==> config.mk <==
export PLATFORM = sky130hd
export DESIGN_NAME = error_vec_builder
export DESIGN_NICKNAME = d
export VERILOG_FILES = /design/src/rtl/error_vec_builder.sv
export SDC_FILE = /design/constraint.sdc
export NUM_CORES = 1
export LEC_CHECK = 0
export ABC_AREA = 1
export CAP_MARGIN = 20
export CORE_UTILIZATION = 45
export CTS_CLUSTER_SIZE = 14
export DETAILED_ROUTE_END_ITERATION = 8
export GPL_TIMING_DRIVEN = 0
export PLACE_DENSITY = 0.71
export SLEW_MARGIN = 20
export SYNTH_ARGS = -nofsm -noshare
export SYNTH_HDL_FRONTEND = slang
export SYNTH_SLANG_ARGS = --single-unit
==> constraint.sdc <==
create_clock -name clk -period 8.13 [get_ports clk]
set_input_delay 1.626 -clock clk [delete_from_list [all_inputs] [get_ports clk]]
set_output_delay 1.626 -clock clk [all_outputs]
set_load 0.02 [all_outputs]
==> src/rtl/error_vec_builder.sv <==
// error_vec_builder: collects sparse error positions 0..2R-1 into dense halves e0/e1
// until T distinct bits are set, then pulses done for one cycle with e0/e1 final.
// Latency: done is high the cycle after the T-th distinct position is accepted.
// Backpressure: pos_ready is high only while collecting; one beat per cycle, never stalls.
// Optional macro ERRVEC_REJ_STATS_EN enables the saturating rejected-beat counter rej_cnt;
// when undefined rej_cnt is tied to 0.
// Ports: clk/rst (sync, active-high); start; pos_in/pos_valid/pos_ready beat handshake;
//        e0/e1 dense halves; weight accepted count; busy; done pulse; rej_cnt.
module error_vec_builder #(
  parameter int R     = 127,
  parameter int T     = 8,
  parameter int POS_W = 8,
  parameter int CNT_W = 4
) (
  input  logic             clk,
  input  logic             rst,
  input  logic             start,
  input  logic [POS_W-1:0] pos_in,
  input  logic             pos_valid,
  output logic             pos_ready,
  output logic [R-1:0]     e0,
  output logic [R-1:0]     e1,
  output logic [CNT_W-1:0] weight,
  output logic             busy,
  output logic             done,
  output logic [7:0]       rej_cnt
);

  typedef enum logic [1:0] {
    S_IDLE    = 2'd0,
    S_COLLECT = 2'd1,
    S_DONE    = 2'd2
  } state_t;

  // 2R can equal 2^POS_W, so the range bound needs one extra bit.
  localparam logic [POS_W:0]   TWO_R = (POS_W+1)'(2*R);
  localparam logic [POS_W-1:0] R_POS = POS_W'(R);

  state_t           state, state_nxt;
  logic             in_range;
  logic             is_low;
  logic [POS_W-1:0] e1_idx;
  logic [R-1:0]     hit0;
  logic [R-1:0]     hit1;
  logic             dup;
  logic             beat;
  logic             accept;
  logic             clear;

  // Decode the candidate position into one-hot masks for each half.
  always_comb begin
    in_range = {1'b0, pos_in} < TWO_R;
    is_low   = pos_in < R_POS;
    e1_idx   = pos_in - R_POS;
    hit0     = '0;
    hit1     = '0;
    for (int i = 0; i < R; i++) begin
      hit0[i] = is_low && (pos_in == POS_W'(i));
      // is_low must be excluded: pos_in - R wraps for low positions.
      hit1[i] = in_range && !is_low && (e1_idx == POS_W'(i));
    end
    dup    = (|(hit0 & e0)) || (|(hit1 & e1));
    beat   = (state == S_COLLECT) && pos_valid;
    accept = beat && in_range && !dup;
    clear  = (state == S_IDLE) && start;
  end

  always_ff @(posedge clk) begin
    if (rst) state <= S_IDLE;
    else     state <= state_nxt;
  end

  always_comb begin
    state_nxt = state;
    pos_ready = 1'b0;
    busy      = 1'b0;
    done      = 1'b0;
    case (state)
      S_IDLE: begin
        if (start) state_nxt = S_COLLECT;
      end
      S_COLLECT: begin
        pos_ready = 1'b1;
        busy      = 1'b1;
        if (accept && (weight == CNT_W'(T-1))) state_nxt = S_DONE;
      end
      S_DONE: begin
        done      = 1'b1;
        state_nxt = S_IDLE;
      end
      default: state_nxt = S_IDLE;
    endcase
  end

  // e0/e1/weight keep the last result in IDLE until a new start clears them.
  always_ff @(posedge clk) begin
    if (rst) begin
      e0     <= '0;
      e1     <= '0;
      weight <= '0;
    end else if (clear) begin
      e0     <= '0;
      e1     <= '0;
      weight <= '0;
    end else if (accept) begin
      e0     <= e0 | hit0;
      e1     <= e1 | hit1;
      weight <= weight + CNT_W'(1);
    end
  end

`ifdef ERRVEC_REJ_STATS_EN
  logic reject;
  assign reject = beat && !accept;

  always_ff @(posedge clk) begin
    if (rst) begin
      rej_cnt <= '0;
    end else if (clear) begin
      rej_cnt <= '0;
    end else if (reject && (rej_cnt != 8'hFF)) begin
      rej_cnt <= rej_cnt + 8'd1;
    end
  end
`else
  assign rej_cnt = '0;
`endif

endmodule

==> results of run 1 <==
## state kept, by name, indices dropped and copies added (netlist names)
register and flops:
e0 127, e1 127, weight 4, state 2
## where the power goes
part,internal [µW],switching [µW]
registers,1270,0.957
logic,37.5,140
clock network,841,543
total,2150,684
## worst register-to-register path: stages, from the launching register on
cell and delay, ps:
sky130_fd_sc_hd__dfxtp_1 310, sky130_fd_sc_hd__inv_1 60, sky130_fd_sc_hd__nand2_1 150, sky130_fd_sc_hd__a21oi_1 190, sky130_fd_sc_hd__nand4_1 130, sky130_fd_sc_hd__nor2_1 110, sky130_fd_sc_hd__nand2_1 70, sky130_fd_sc_hd__nor2_1 200
sky130_fd_sc_hd__nand3_1 220, sky130_fd_sc_hd__nor2_1 320, sky130_fd_sc_hd__nand3_1 180, sky130_fd_sc_hd__nor2_4 300, sky130_fd_sc_hd__buf_6 230, sky130_fd_sc_hd__buf_2 300, sky130_fd_sc_hd__nand4_1 170, sky130_fd_sc_hd__a21oi_1 140
## synth_stat cells
library cell and instances:
sky130_fd_sc_hd__nor2_1 220, sky130_fd_sc_hd__buf_6 3, sky130_fd_sc_hd__o31ai_1 2, sky130_fd_sc_hd__clkinv_1 2, sky130_fd_sc_hd__o21a_1 1, sky130_fd_sc_hd__buf_4 42
sky130_fd_sc_hd__nand3b_1 1, sky130_fd_sc_hd__o22ai_1 2, sky130_fd_sc_hd__clkbuf_1 43, sky130_fd_sc_hd__xor2_1 2, sky130_fd_sc_hd__a31oi_1 2, sky130_fd_sc_hd__nor2_2 8
sky130_fd_sc_hd__buf_2 42, sky130_fd_sc_hd__conb_1 1, sky130_fd_sc_hd__and3_1 1, sky130_fd_sc_hd__inv_2 5, sky130_fd_sc_hd__ha_1 1, sky130_fd_sc_hd__nor3_1 16
sky130_fd_sc_hd__a21oi_1 262, sky130_fd_sc_hd__inv_1 295, sky130_fd_sc_hd__nand4_1 177, sky130_fd_sc_hd__nand2_2 7, sky130_fd_sc_hd__nor2_4 5, sky130_fd_sc_hd__dfxtp_1 260
sky130_fd_sc_hd__buf_1 7, sky130_fd_sc_hd__nand2_1 281, sky130_fd_sc_hd__nand3_1 242
## cells by family after synthesis
logic type      synth area share [%]
compound gates                 10.52
xor+xnor                      0.1356
fa+ha+maj                    0.09682
buf+inv                        14.55
flops                          40.28
other cells                  0.02902
simple gates                   34.39
## metal layers
metal,GRT usage (%),share of wire [%],vias up
li1,-,-,6951
met1,46.05,41,6741
met2,51.68,42,932
met3,6.949,12,166
met4,18.13,5.2,0
met5,0,0,-
## area by class of cell
class | instances | share of cell area, %
well taps | 378 | 2.754
inverters | 302 | 6.601
repair buffers | 273 | 15.92
flip-flops and latches | 260 | 30.31
plain buffers | 137 | 4.350
multi-input cells | 1238 | 34.15
diodes | 1 | 0.01457
clock inverters | 6 | 0.4663
clock buffers | 47 | 5.435
## how the worst min path moves through the flow
stage	cells past startpoint	end	slack (ps)
finish	2	e1[6]	470
global route	2	e0[56]	480
CTS	2	e1[44]	470
detailed placement	2	e1[6]	460
global placement	2	e1[7]	450
floorplan	3	state[0]	500
## per-stage QoR
step | total power, µW | utilization (%) | instance area, µm²
floorplan | 1410 | - | 12950
global placement | 1473 | 57.63 | 16140
detailed placement | 1474 | 57.68 | 16160
CTS | 2827 | 61.30 | 17170
global route | 2897 | 61.30 | 17170
finish | 2837 | 61.31 | 17170
==> metrics.log, run 1 <==
[metrics] maximum clock insertion buffer count: 3
[metrics] final hold violation count: 0
[metrics] depth of the CTS H-tree: 1
[metrics] FF+latch count, synth: 260
[metrics] total global-route track usage: 34.31%
[metrics] final estimated routing congestion in global placement: between 0.9 and 1
[metrics] total instance count after detailed placement: 2,588
[metrics] top post-synthesis cells by area: sky130_fd_sc_hd__dfxtp_1 40%, sky130_fd_sc_hd__a21oi_1 10%, sky130_fd_sc_hd__nand3_1 9.4%
[metrics] critical path's slowest cell: sky130_fd_sc_hd__clkbuf_1
[metrics] vias in the first global route: roughly 13,000
[metrics] HPWL after detailed placement: 37,280 µm
[metrics] CP Launch Type: primary input
[metrics] total of max-cap violations: 0
[metrics] synthesis-to-finish area growth: 32.90%
[metrics] final WL: 51,650 µm
[metrics] post-synth design cell area: 12,920 µm²
[metrics] residual antenna-violating net count after detailed routing: 0
[metrics] Layout Nets: 2,254
[metrics] Post CTS Setup Buffer Count: 0
[metrics] number of buffers created by CTS: 29
[metrics] run status: finished, final reports clean
[metrics] routed vias/inst: 5.598
[metrics] IO Pins: 281
[metrics] filler instances: 2,612
[metrics] count of pins over their slew limit: 0
[metrics] first-pass GRT wire length: about 76,000 µm
[metrics] Required @ worst endpoint: 8610 ps
[metrics] register clock-pin slew on the reported worst setup and hold paths: 60 ps
[metrics] category of cells accounting for the largest share of critical-path delay: simple AND/OR/NAND/NOR gates
[metrics] total congestion overflow: 0
[metrics] register cell area after layout: roughly 5200 µm²
[metrics] Critical Path End Type: flip-flop
[metrics] number of vias after detailed routing: around 15,000
[metrics] startpoint of the tightest hold check path: e1[6]
[metrics] Final min period: 5535 ps
[metrics] post-route setup slack: 2595 ps
[metrics] slew of the pin with the lowest slew margin: 1208 ps
[metrics] crit path capture: e0[4]
[metrics] Max IR drop VDD: 120.9 µV
[metrics] headroom to the max-slew limit: 19.50%
[metrics] Cells after Synth: 1,930
[metrics] summed negative setup slack over all endpoints: 0 ps
[metrics] DRC errors left: 0
[metrics] pre-CTS setup slack: about 2400 ps
[metrics] width of the die: between 150 and 200 µm
[metrics] per-cell routed wire length: 19.55 µm
[metrics] std cell rows: 61
[metrics] first-iteration detailed-routing DRC count: around 1,900
[metrics] Syn. warnings: 0
[metrics] commonest non-fill, non-tap cells in the layout: 295 x sky130_fd_sc_hd__inv_1, 281 x sky130_fd_sc_hd__nand2_1, 272 x sky130_fd_sc_hd__clkdlybuf4s50_1
[metrics] pin count of the biggest net entering global routing: 14
[metrics] library cell with the largest summed area after synthesis: sky130_fd_sc_hd__dfxtp_1
[metrics] portion of the clock cycle consumed by the worst path in the final layout: 68.08%
[metrics] kind of critical path: in2reg
[metrics] most common cell after layout, fill and taps aside: sky130_fd_sc_hd__inv_1
[metrics] worst-path fanout max: 10
[metrics] number of iterations in the first detailed-routing pass: 8
[metrics] CTS sink count: 260
[metrics] insertion delay to the later sink of the worst-skew pair: 560 ps
[metrics] count of input and output buffers: 272
[metrics] f_max: between 150 and 200 MHz
[metrics] Root Buffer: sky130_fd_sc_hd__clkbuf_16
[metrics] CP max stage delay: 900 ps
[metrics] clock tree from TritonCTS: done
[metrics] height of the die: 171.5 µm
[metrics] Clock Skews: 22.15 ps
[metrics] share of Yosys cell area claimed by the top area cell type: 40.28%
[metrics] number of distinct library cells after synthesis: 27
[metrics] worst hold path type: reg2reg
[metrics] layout cell share with drive strength beyond 1: under 10%
[metrics] # setup viols final: 0
[metrics] RSZ-0062 raised after global routing: no
[metrics] combined area of the multi-input logic cells: 5864 µm²
[metrics] number of resized instances in the post-cts repair step: 0
[metrics] worst reg2reg path startpoint: state[1]
[metrics] Total Die Area: 29,400 µm²
[metrics] initial antenna violation count: 1
[metrics] Critical Path AT: 6010 ps
[metrics] stages on the worst setup path: 19
[metrics] placeable core area: 28,010 µm²
[metrics] Setup crit start: pos_in[2]
[metrics] endpoint of the lowest-slack register-to-register path: e0[4]
[metrics] non-filler instance count after layout: 2,642
[metrics] critical path cell sequence: clkdlybuf4s50_1 -> nand2_2 -> inv_2 -> nand2_1 -> clkbuf_1 -> nor2_1 -> nand2_1 -> nand2_1 -> nor2_1 -> nand2_1 -> nor2_1 -> nand3_1 -> nor2_1 -> nand3_1 -> nor2_4 -> buf_6 -> buf_2 -> nand4_1 -> a21oi_1
[metrics] number of cells on the worst reg-to-reg path: 15
[metrics] worst path buffer plus inverter count: 5
[metrics] hold_buf cts: 0
[metrics] minimum setup slack among reg-to-reg paths: 4990 ps
[metrics] hold slack: 467.8 ps
[metrics] Pwr Density: 165.2 nW/µm²
[metrics] Lkg Pwr: 0.006038 µW
[metrics] Avg Inst Size Synth: roughly 6.7 µm²
[metrics] Initial Util: about 46%
[metrics] sequential fraction of the synthesis area: 40.28%
Power figures use the tool's default switching activity.
==> run 2, diff against run 1 <==
--- a/config.mk
+++ b/config.mk
@@ -11,7 +11,7 @@
 export CTS_CLUSTER_SIZE = 14
 export DETAILED_ROUTE_END_ITERATION = 8
 export GPL_TIMING_DRIVEN = 0
-export PLACE_DENSITY = 0.71
+export PLACE_DENSITY = 0.74
 export SLEW_MARGIN = 20
 export SYNTH_ARGS = -nofsm -noshare
 export SYNTH_HDL_FRONTEND = slang
==> constraint.sdc (replaced) <==
create_clock -name clk -period 4.65 [get_ports clk]
set_input_delay 0.93 -clock clk [delete_from_list [all_inputs] [get_ports clk]]
set_output_delay 0.93 -clock clk [all_outputs]
set_load 0.02 [all_outputs]
==> metrics.log, run 2 (synthesis results as in run 1) <==
[metrics] residual antenna-violating net count after detailed routing: 0
[metrics] Clock Skews: 15.76 ps
[metrics] HPWL after detailed placement: 37,260 µm
[metrics] Pwr Density: ~290 nW/µm²
[metrics] Layout Nets: 2,252
[metrics] final WL: 51,500 µm
[metrics] Post CTS Setup Buffer Count: 0
[metrics] run status: finished, final reports clean
[metrics] Root Buffer: sky130_fd_sc_hd__clkbuf_16
[metrics] total congestion overflow: 0
[metrics] final estimated routing congestion in global placement: 0.9892
[metrics] placeable core area: ~28,000 µm²
[metrics] non-filler instance count after layout: 2,641
[metrics] worst hold path type: reg2reg
[metrics] CP Launch Type: primary input
[metrics] filler instances: ~2,600
[metrics] # setup viols final: 0
[metrics] first-iteration detailed-routing DRC count: 2,026
[metrics] width of the die: 171.5 µm
[metrics] vias in the first global route: 13,190
[metrics] slew of the pin with the lowest slew margin: 955.6 ps
[metrics] maximum clock insertion buffer count: 3
[metrics] Critical Path End Type: flip-flop
[metrics] routed vias/inst: 5.621
[metrics] depth of the CTS H-tree: 1
[metrics] worst-path fanout max: 10
[metrics] pre-CTS setup slack: -504.0 ps
[metrics] initial antenna violation count: 1
[metrics] first-pass GRT wire length: between 70,000 and 80,000 µm
[metrics] insertion delay to the later sink of the worst-skew pair: 570 ps
[metrics] pin count of the biggest net entering global routing: 14
[metrics] portion of the clock cycle consumed by the worst path in the final layout: between 90 and 100%
[metrics] Lkg Pwr: 0.006042 µW
[metrics] Initial Util: 46.13%
[metrics] IO Pins: 281
[metrics] headroom to the max-slew limit: 36.29%
[metrics] critical path cell sequence: clkdlybuf4s50_1 -> nor2_1 -> nand2_1 -> clkbuf_1 -> nor2_1 -> nand2_1 -> nand4_1 -> nor3_1 -> nand3_1 -> nor2_1 -> nand3_1 -> nor2_4 -> buf_6 -> buf_2 -> nand4_1 -> a21oi_1
[metrics] height of the die: 171.5 µm
[metrics] Required @ worst endpoint: 5140 ps
[metrics] Final min period: 4622 ps
[metrics] top flop regs: e0: 127 flops, e1: 127 flops, weight: 4 flops
[metrics] layout cell share with drive strength beyond 1: 7.253%
[metrics] post-route setup slack: 28.06 ps
[metrics] count of input and output buffers: 272
[metrics] RSZ-0062 raised after global routing: no
[metrics] DRC errors left: 0
[metrics] category of cells accounting for the largest share of critical-path delay: simple AND/OR/NAND/NOR gates
[metrics] per-cell routed wire length: 19.50 µm
[metrics] std cell rows: a little over 60
[metrics] number of vias after detailed routing: 14,850
[metrics] hold slack: 465.2 ps
[metrics] Critical Path AT: roughly 5100 ps
[metrics] summed negative setup slack over all endpoints: 0 ps
[metrics] CP max stage delay: 720 ps
[metrics] f_max: 216.4 MHz
[metrics] worst path buffer plus inverter count: 4
[metrics] kind of critical path: in2reg
[metrics] CTS sink count: 260
[metrics] clock tree from TritonCTS: done
[metrics] number of buffers created by CTS: 28
[metrics] critical path's slowest cell: sky130_fd_sc_hd__clkbuf_1
[metrics] Max IR drop VDD: 208.3 µV
[metrics] most common cell after layout, fill and taps aside: sky130_fd_sc_hd__inv_1
[metrics] total global-route track usage: 34.05%
[metrics] register clock-pin slew on the reported worst setup and hold paths: 60 ps
[metrics] total of max-cap violations: 0
[metrics] number of iterations in the first detailed-routing pass: 7
[metrics] final hold violation count: 0
[metrics] most used cell, CP: sky130_fd_sc_hd__nor2_1
[metrics] Total Die Area: 29,400 µm²
[metrics] synthesis-to-finish area growth: 33.10%
[metrics] total instance count after detailed placement: 2,587
[metrics] count of pins over their slew limit: 0
[metrics] commonest non-fill, non-tap cells in the layout: 295 x sky130_fd_sc_hd__inv_1, 280 x sky130_fd_sc_hd__nand2_1, 272 x sky130_fd_sc_hd__clkdlybuf4s50_1
run 2: changes by cell type in the layout (fill, tap and decap cells not counted):
cell                        delta
sky130_fd_sc_hd__clkbuf_8      -5
sky130_fd_sc_hd__bufinv_16     +3
sky130_fd_sc_hd__clkbuf_2      +2
sky130_fd_sc_hd__nor2_1        -2
sky130_fd_sc_hd__nor2_2        +2
sky130_fd_sc_hd__buf_6         -1
sky130_fd_sc_hd__clkinv_2      -1
sky130_fd_sc_hd__diode_2       +1
sky130_fd_sc_hd__nand2_1       -1
sky130_fd_sc_hd__nand2_2       +1
run 2: worst paths after layout:
kind                            cells past startpoint  slack, ps       to  startpoint
worst max-delay path                               16         30  e1[120]   pos_in[2]
worst max register to register                     15       1520  e1[120]    state[1]
worst min register to register                      2        470   e0[12]      e0[12]
worst min-delay path                                2        470   e0[12]      e0[12]
run 2: worst register-to-register path, delay by kind of cell, from the launching register on:
family                 cells  cell delay, ps
buffers and inverters      3             600
AND/OR/NAND/NOR           10            1770
AO/OA/AOI/OAI              2             380
flip-flops                 1             310
run 2: what timing repair did:
| action | CTS | global route |
|---|---|---|
| resized for setup | 0 | 8 |
| hold buffers | 0 | 0 |
| hold endpoints to repair | 0 | 0 |
| endpoints found under the setup margin | 0 | 208 |
run 2: power by group:
group | switching (µW) | internal (µW)
Combinational | 243 | 65.3
Clock | 970 | 1560
Sequential | 1.65 | 2230
run 2: metrics by stage:
stage / util [%] / power [µW] / area [µm²]
2_1_floorplan: - / 2465 / 12950
3_3_place_gp: 57.63 / 2573 / 16140
3_5_place_dp: 57.65 / 2575 / 16150
4_1_cts: 61.35 / 5048 / 17190
5_1_grt: 61.38 / 5159 / 17190
6_report: 61.40 / 5065 / 17200
run 2: metal layers:
layer  wire length (µm)  track usage, %  vias up
met2              22270           52.79      987
li1                   -               -     6943
met5                  0               0        -
met4               2570           15.95        0
met3               6139           6.144      171
met1              20520           45.68     6745
run 2: cell type report:
class	instances	area (µm²)	area share, %
diodes	2	5.005	0.02910
plain buffers	137	749.5	4.358
clock buffers	44	872.1	5.071
clock inverters	8	165.2	0.9603
inverters	302	1134	6.592
multi-input cells	1238	5872	34.14
flip-flops and latches	260	5205	30.27
well taps	378	473.0	2.750
repair buffers	272	2723	15.83
